`src/rtl/flop_array_pkg.sv`:
```
// flop_array_pkg: default parameters and the registered read-response type for flop_array_rf
package flop_array_pkg;
    localparam int DEF_DATA_W = 8;
    localparam int DEF_ADDR_W = 3;
    localparam int DEF_DATA_N = 8;
    localparam int DEF_RD_P   = 2;
    localparam int DEF_ERR_W  = 4;
    localparam int RESP_DATA_W = 64;
    typedef struct packed {
        logic                   valid;
        logic                   err;
        logic [RESP_DATA_W-1:0] data;
    } rd_resp_t;
endpackage

```
`src/rtl/flop_array_rd_port.sv`:
```
// flop_array_rd_port: one read port, entry mux plus registered {valid, err, data} response
module flop_array_rd_port
    import flop_array_pkg::*;
#(
    parameter int DATA_W = DEF_DATA_W,
    parameter int ADDR_W = DEF_ADDR_W,
    parameter int DATA_N = DEF_DATA_N
) (
    input  logic              clk,
    input  logic              resetn,
    input  logic              rd,
    input  logic [ADDR_W-1:0] raddr,
    input  logic [DATA_N-1:0] valid,
    input  logic [DATA_W-1:0] mem [DATA_N],
    input  logic              byp,
    input  logic [DATA_W-1:0] wdata,
    output logic [DATA_W-1:0] rdata,
    output logic              rvalid,
    output logic              rerr,
    output logic              err_nxt
);
    localparam logic [ADDR_W:0] N = (ADDR_W+1)'(DATA_N);
    rd_resp_t resp_d, resp_q;
    logic hit;
    always_comb begin
        hit = ({1'b0, raddr} < N) && valid[raddr];
        resp_d = '0;
        resp_d.valid = rd && (byp || hit);
        resp_d.err = rd && !(byp || hit);
        resp_d.data = !resp_d.valid ? '0 : RESP_DATA_W'(byp ? wdata : mem[raddr]);
    end
    always_ff @(posedge clk) begin
        resp_q <= resetn ? resp_d : '0;
    end
    assign rvalid  = resp_q.valid;
    assign rerr    = resp_q.err;
    assign rdata   = resp_q.data[DATA_W-1:0];
    assign err_nxt = resp_d.err;
    a_excl: assert property (@(posedge clk) !(resp_q.valid && resp_q.err));
    a_zero: assert property (@(posedge clk) !resp_q.valid |-> resp_q.data == '0);
endmodule

```
`src/rtl/flop_array_rf.sv`:
```
// flop_array_rf: flop-based register file with valid bits, RD_P read ports and error counting
// FLOP_ARRAY_BYPASS_EN forwards same-cycle write data to matching read ports.
module flop_array_rf
    import flop_array_pkg::*;
#(
    parameter int DATA_W = DEF_DATA_W,
    parameter int ADDR_W = DEF_ADDR_W,
    parameter int DATA_N = DEF_DATA_N,
    parameter int RD_P   = DEF_RD_P,
    parameter int ERR_W  = DEF_ERR_W
) (
    input  logic                           clk,
    input  logic                           resetn,
    input  logic                           wr,
    input  logic [ADDR_W-1:0]              waddr,
    input  logic [DATA_W-1:0]              wdata,
    input  logic                           inv,
    input  logic [ADDR_W-1:0]              iaddr,
    input  logic                           flush,
    input  logic [RD_P-1:0]                rd,
    input  logic [RD_P-1:0][ADDR_W-1:0]    raddr,
    output logic [RD_P-1:0][DATA_W-1:0]    rdata,
    output logic [RD_P-1:0]                rvalid,
    output logic [RD_P-1:0]                rerr,
    output logic                           werr,
    output logic [ERR_W-1:0]               err_cnt
);
    localparam logic [ADDR_W:0]  N       = (ADDR_W+1)'(DATA_N);
    localparam logic [ERR_W-1:0] CNT_MAX = '1;
    logic [DATA_W-1:0] mem [DATA_N];
    logic [DATA_N-1:0] valid;
    logic [RD_P-1:0]   byp;
    logic [RD_P-1:0]   rerr_nxt;
    logic              w_ok;
    logic              werr_nxt;
    logic [31:0]       cnt_sum;
    assign w_ok     = wr && ({1'b0, waddr} < N);
    assign werr_nxt = wr && !w_ok;
`ifdef FLOP_ARRAY_BYPASS_EN
    always_comb begin
        for (int p = 0; p < RD_P; p++)
            byp[p] = w_ok && (raddr[p] == waddr);
    end
`else
    assign byp = '0;
`endif
    always_ff @(posedge clk) begin
        if (w_ok) mem[waddr] <= wdata;
    end
    // a write to an entry wins over a same-cycle inv or flush
    always_ff @(posedge clk) begin
        if (!resetn) valid <= '0;
        else
            for (int i = 0; i < DATA_N; i++)
                if (w_ok && waddr == ADDR_W'(i)) valid[i] <= 1'b1;
                else if ((inv && iaddr == ADDR_W'(i)) || flush) valid[i] <= 1'b0;
    end
    always_comb begin
        cnt_sum = 32'(err_cnt) + 32'($countones({rerr_nxt, werr_nxt}));
    end
    always_ff @(posedge clk) begin
        werr    <= resetn && werr_nxt;
        err_cnt <= !resetn ? '0 : (cnt_sum > 32'(CNT_MAX)) ? CNT_MAX : cnt_sum[ERR_W-1:0];
    end
    for (genvar p = 0; p < RD_P; p++) begin : g_rd
        flop_array_rd_port #(.DATA_W(DATA_W), .ADDR_W(ADDR_W), .DATA_N(DATA_N)) u_rd (
            .clk     (clk),
            .resetn  (resetn),
            .rd      (rd[p]),
            .raddr   (raddr[p]),
            .valid   (valid),
            .mem     (mem),
            .byp     (byp[p]),
            .wdata   (wdata),
            .rdata   (rdata[p]),
            .rvalid  (rvalid[p]),
            .rerr    (rerr[p]),
            .err_nxt (rerr_nxt[p])
        );
    end
    a_cnt_mono: assert property (@(posedge clk) resetn |=> err_cnt >= $past(err_cnt));
endmodule

```
`config.mk`:
```
export PLATFORM = sky130hd
export DESIGN_NAME = flop_array_rf
export DESIGN_NICKNAME = d
export VERILOG_FILES = /design/src/rtl/flop_array_pkg.sv /design/src/rtl/flop_array_rd_port.sv /design/src/rtl/flop_array_rf.sv
export SDC_FILE = /design/constraint.sdc
export NUM_CORES = 1
export LEC_CHECK = 0
export CAP_MARGIN = 15
export CORE_MARGIN = 2
export CORE_UTILIZATION = 40
export DETAILED_ROUTE_END_ITERATION = 10
export SYNTH_ARGS = -nofsm -noshare
export SYNTH_HDL_FRONTEND = slang
export SYNTH_SLANG_ARGS = --single-unit
```
`constraint.sdc`:
```
create_clock -name clk -period 6.5 [get_ports clk]
set_input_delay 1.3 -clock clk [delete_from_list [all_inputs] [get_ports clk]]
set_output_delay 1.3 -clock clk [all_outputs]
set_load 0.03 [all_outputs]
```
# == Word level (Yosys, flattened, before mapping) ==
# Index checks and enable logic that the tools add are counted.
# classes
mux,30
n_addsub,2
bitwise,3
n_eq_ne,14
reduce_logical,43
n_lt_le_gt_ge,7
# ops
cell,n
64-bit bitwise mux,1
8-bit binary-select mux with 3-bit select,2
8-bit 2-to-1 mux,5
8-bit demux with 3-bit select,1
3-bit equality test (second input constant),8
1-bit logical AND,21
1-bit 2-to-1 mux,18
2-bit nonzero test,8
3-bit by 2-bit equality test with 1-bit output (second input constant),4
4-bit greater-or-equal comparator (second input constant),3
3-bit inverter with 4-bit output,3
1-bit logical OR,8
3-bit by 4-bit < comparator with 1-bit output (second input constant),2
1-bit binary-select mux with 3-bit select,2
3-bit by 1-bit equality test with 1-bit output (second input constant),2
3-bit zero test,2
4-bit by 2-bit adder with 5-bit output,1
5-bit by 4-bit > comparator with 1-bit output (second input constant),1
4-bit by 1-bit < comparator with 1-bit output (second input constant),1
4-bit 2-to-1 mux,1
2-bit AND reduction,2
1-bit by 1-bit adder with 2-bit output,1
1-bit zero test,2
# word_totals
input_bits,27
wordCells,122
reg_bits,96

# == Depth between registers and ports, before layout ==
# logic_depth
depth_word,8
mapped_depth,9
depth_no_buf,7

# == By module ==
# A second synthesis with hierarchy kept.
# hier_totals
cells_unflattened,267
area_unflattened_um2,4321.6
# by_module_without_submodules
module,area_each_um2,cells_per_inst,n_inst,seq_area_each_um2
flop_array_rf,2534.9,127,1,2162.1
flop_array_rd_port,893.4,70,2,200.2

# == Worst setup path after synthesis ==
# No wires, ideal clock.
# synth_timing
path_kind,in2reg
start,in raddr[2] in the netlist's numbering
end,reg err_cnt[0]
t_arrival_ns,3.297
required_ns,6.385
cell_stages,8
slack_ns,3.088
setup_ns,0.115
path_cell_list,buf_2 -> mux4_2 -> buf_6 -> and2_1 -> fa_1 -> ha_1 -> and3_1 -> o21a_1
# synth_between
elab_chain_len,8
# synth_lines
item,line,source
"start, declared",flop_array_rf.sv:21,"input logic [RD_P-1:0][ADDR_W-1:0] raddr,"
1-bit binary-select mux with 3-bit select (*),flop_array_rd_port.sv:26,"hit = ({1'b0, raddr} < N) && valid[raddr];"
1-bit 2-to-1 mux (not written as such) (*),flop_array_rd_port.sv:26,
1-bit zero test (*),flop_array_rd_port.sv:29,resp_d.err = rd && !(byp || hit);
1-bit logical AND (*),flop_array_rd_port.sv:29,
named net g_rd[0].u_rd.err_nxt,flop_array_rd_port.sv:20,output logic err_nxt
1-bit by 1-bit adder with 2-bit output (not written as such) (*),flop_array_rf.sv:59,"cnt_sum = 32'(err_cnt) + 32'($countones({rerr_nxt, werr_nxt}));"
4-bit by 2-bit adder with 5-bit output (*),flop_array_rf.sv:59,
5-bit by 4-bit > comparator with 1-bit output,flop_array_rf.sv:63,err_cnt <= !resetn ? '0 : (cnt_sum > 32'(CNT_MAX)) ? CNT_MAX : cnt_sum[ERR_W-1:0];
4-bit 2-to-1 mux (*),flop_array_rf.sv:63,
"end signal, assigned",flop_array_rf.sv:63,
"end, declared",flop_array_rf.sv:26,output logic [ERR_W-1:0] err_cnt
# Mark *: on every way through the listed nets, which the timed path passes. The rest lies on a longest branch. The select of a mux whose other input is x is not followed.
# A chain may end at the register's enable or synchronous reset.

# == Worst setup path after layout ==
# layout_timing
start,in raddr[2] in the netlist's numbering
end,reg err_cnt[1]
# The elaborated chain is that of the path after synthesis.

==> impl_metrics.toml <==
[pwr]
sw_frac_of_total = 0.2455
p_leak_nw = 1.640
p_clk_frac = 0.296
p_switching_mw = 0.2858
peakVddDrop_uv = 106.0
p_int_mw = 0.8781
seq_power_share = 0.585
combinationalPowerShare = 0.118
powerDensity_nw_per_um2 = 236.0

[place]
placement.cell_area_um2 = 4770
portBuffers = 50
dpl_worst_slack_ns = 2.225
dp_hpwl_mm = 5.526
place_congestion = 0.7323

[sta]
hold_ws_ns = 0.5248
min_period_ns = 3.891
tightestPinTransition_ns = 1.131
finalHoldViolCount = 0
rsz0062_at_grt = "no"
finalSetupTns_ns = 0
finalClockSkew_ns = 0.009325
slew_violations = 0
setup_viol = 0
fin_ws_ns = 2.609
max_freq_mhz = 257.0
period_share = 0.5986
relSlewSlack = 0.2434

[yosys]
synth_common_cells = "64 x edfxtp_1, 32 x dfxtp_1, 28 x mux4_2, 22 x mux2i_1, 12 x nor3_1"
avgSynthCellArea_um2 = 16.40
syn_area_um2 = 4198
yosysSeqAreaShare = 0.6104
synthTopCellsByArea = "edfxtp_1 46%, dfxtp_1 15%, mux4_2 15%"
synthesis.nets = 285
ys_types = 37
synth_cells = 256
synth_top_flop_cell = "edfxtp_1"
synth_edf_count = 64
synth_top_area_frac = 0.4578
synth_seq_cells = 96
yosysMostFrequentCell = "edfxtp_1"
synth_warnings = 0
synthArstFlopShare = 0
yosys.area.top_type = "edfxtp_1"

[finish]
drive_gt1_frac = 0.1574
final_nets = 329
diodes = 0
post-route-util = 0.4799
fillers = 904
regArea_um2 = 2562
multi_input_area_um2 = 1495
design_area_um2 = 4932
syn_to_final_growth_pct = 17.50

[routing]
vias = 2382
routed_wl_mm = 8.530
wl_per_cell_um = 19.34
remaining_drc_errors = 0
viasPerCell = 5.401
antenna_left = 0
drt_first_iter_violations = 103
drt-pass1-iter-count = 4

[cts]
h-tree-depth = 3
root_buffer = "clkbuf_8"
cts_hold_buf = 0
clockBufferDepth = 2
cts_tree = "built"
worst_skew_pair.late_latency_ns = 0.36
clk_pin_slew_ns = 0.09
post_cts_resized = 0
clock-sinks = 96
cts_setup_buffers = 0
cts_buffers = 9

[worst_setup_path]
slowest_stage = "clkdlybuf4s50_1"
rrSetupSlack_ns = 4.09
cpLargestDelayFamily = "buffers and inverters"
critPathCaptureType = "register"
max_stage_delay_ns = 0.89
crit_arrival_ns = 4.16
cp_cell_sequence = "clkdlybuf4s50_1 -> mux4_2 -> and2_1 -> fa_1 -> ha_1 -> and3_1 -> o21a_1"
crit_type = "in -> reg"
cp.required_ns = 6.77
critPathBufInv = 1
crit_fanout = 11
worstSetupStartpointType = "input pin"

[floorplanning]
initial_core_util = 0.4084
die_h_um = 106.4
die_width_um = 106.4
die_area_um2 = 11330
design.core.area_um2 = 10280
rows = 37
pin_count = 52

[global_route]
grt_pass1_vias = 2456
grt_max_degree = 21
met3_usage = 0.03556
grt_usage = 0.1592
grt_use_met1 = 0.2054
grt.busiest_layer = "met2"
antenna_found_initial = 0
grt_pass1_wl_mm = 13.10
grt_util_met2 = 0.2660
grt_overflow = 0

[min_path]
min-delay-path-class = "reg -> reg"

[run_status]
status = "complete, no violations"

[run]
drv_cap = 0
==> tightest hold or removal path: cells and delay by family (launching register included) <==
| family | cells | cell delay [ns] |
|---|---|---|
| DFF | 1 | 0.33 |
| buffers and inverters | 1 | 0.09 |
| AOI/OAI and AO/OA | 1 | 0.07 |
==> sequential cells by signal, summed over array words and instances (netlist names) <==
| name | count |
|---|---|
| valid | 8 |
| g_rd.u_rd.rerr | 2 |
| g_rd.u_rd.rvalid | 2 |
| err_cnt | 4 |
| g_rd.u_rd.rdata | 16 |
| mem | 64 |
==> routing by layer <==
layer,wire [um],vias to the layer above
met2,4134,57
met1,3942,1214
met3,327,9
li1,-,1102
met4,125,0
met5,0,-
==> area by class of cell <==
class                      count  area share
clock inverter                 5    0.006342
inverter                       7    0.005327
sequential                    96      0.5195
clock buffer                  11     0.02664
tap                          136     0.03450
multi-input combinational    134      0.3031
timing repair buffer          52      0.1045
==> placed cells by master, fill, tap and decap left out, types with 2 or more instances in the layout <==
cell type	n
a21oi_1	2
a311oi_1	4
buf_4	2
clkbuf_1	2
clkbuf_8	9
clkdlybuf4s50_1	50
dfxtp_1	32
edfxtp_1	64
inv_1	7
inv_6	2
mux2_2	2
mux2i_1	22
mux4_1	5
mux4_2	28
nand2_1	5
nand2b_1	7
nor2_1	9
nor2b_1	4
nor3_1	10
nor3_2	2
nor4_1	8
o21a_1	11
==> cell families (layout without fill, tap and decap cells) <==
group,after synthesis,after routing,synth area share
flip-flops,96,96,0.6104
multiplexers,57,57,0.2393
AND/OR/NAND/NOR,50,50,0.06289
buffers and inverters,26,75,0.03577
AO/OA/AOI/OAI,24,24,0.04292
adder cells (fa/ha/maj),2,2,0.007749
other,1,1,0.0008933
==> worst paths after layout <==
check,cells after the start,endpoint,from
min reg2reg,2,err_cnt[3]$_SDFF_PN0_,err_cnt[3]$_SDFF_PN0_
max reg2reg,7,err_cnt[1]$_SDFF_PN0_,valid[6]$_SDFFE_PN0P_
max,7,err_cnt[1]$_SDFF_PN0_,raddr[2]
min,2,err_cnt[3]$_SDFF_PN0_,err_cnt[3]$_SDFF_PN0_
==> metrics by stage <==
stage	total power, mW	instances
2_1_floorplan	0.7818	256
3_3_place_gp	0.8319	425
5_1_grt	1.209	441
3_5_place_dp	0.8337	425
4_1_cts	1.167	441
6_report	1.164	441
==> power groups by stage <==
| stage | clock network (mW) | logic [mW] | registers, mW |
|---|---|---|---|
| after CTS | 0.347 | 0.139 | 0.681 |
| final | 0.345 | 0.138 | 0.681 |
| after detailed placement | 0 | 0.139 | 0.695 |
| after global routing | 0.378 | 0.148 | 0.683 |
| after floorplan | 0 | 0.0794 | 0.702 |
| after global placement | 0 | 0.138 | 0.694 |
Power figures use the tool's default switching activity.
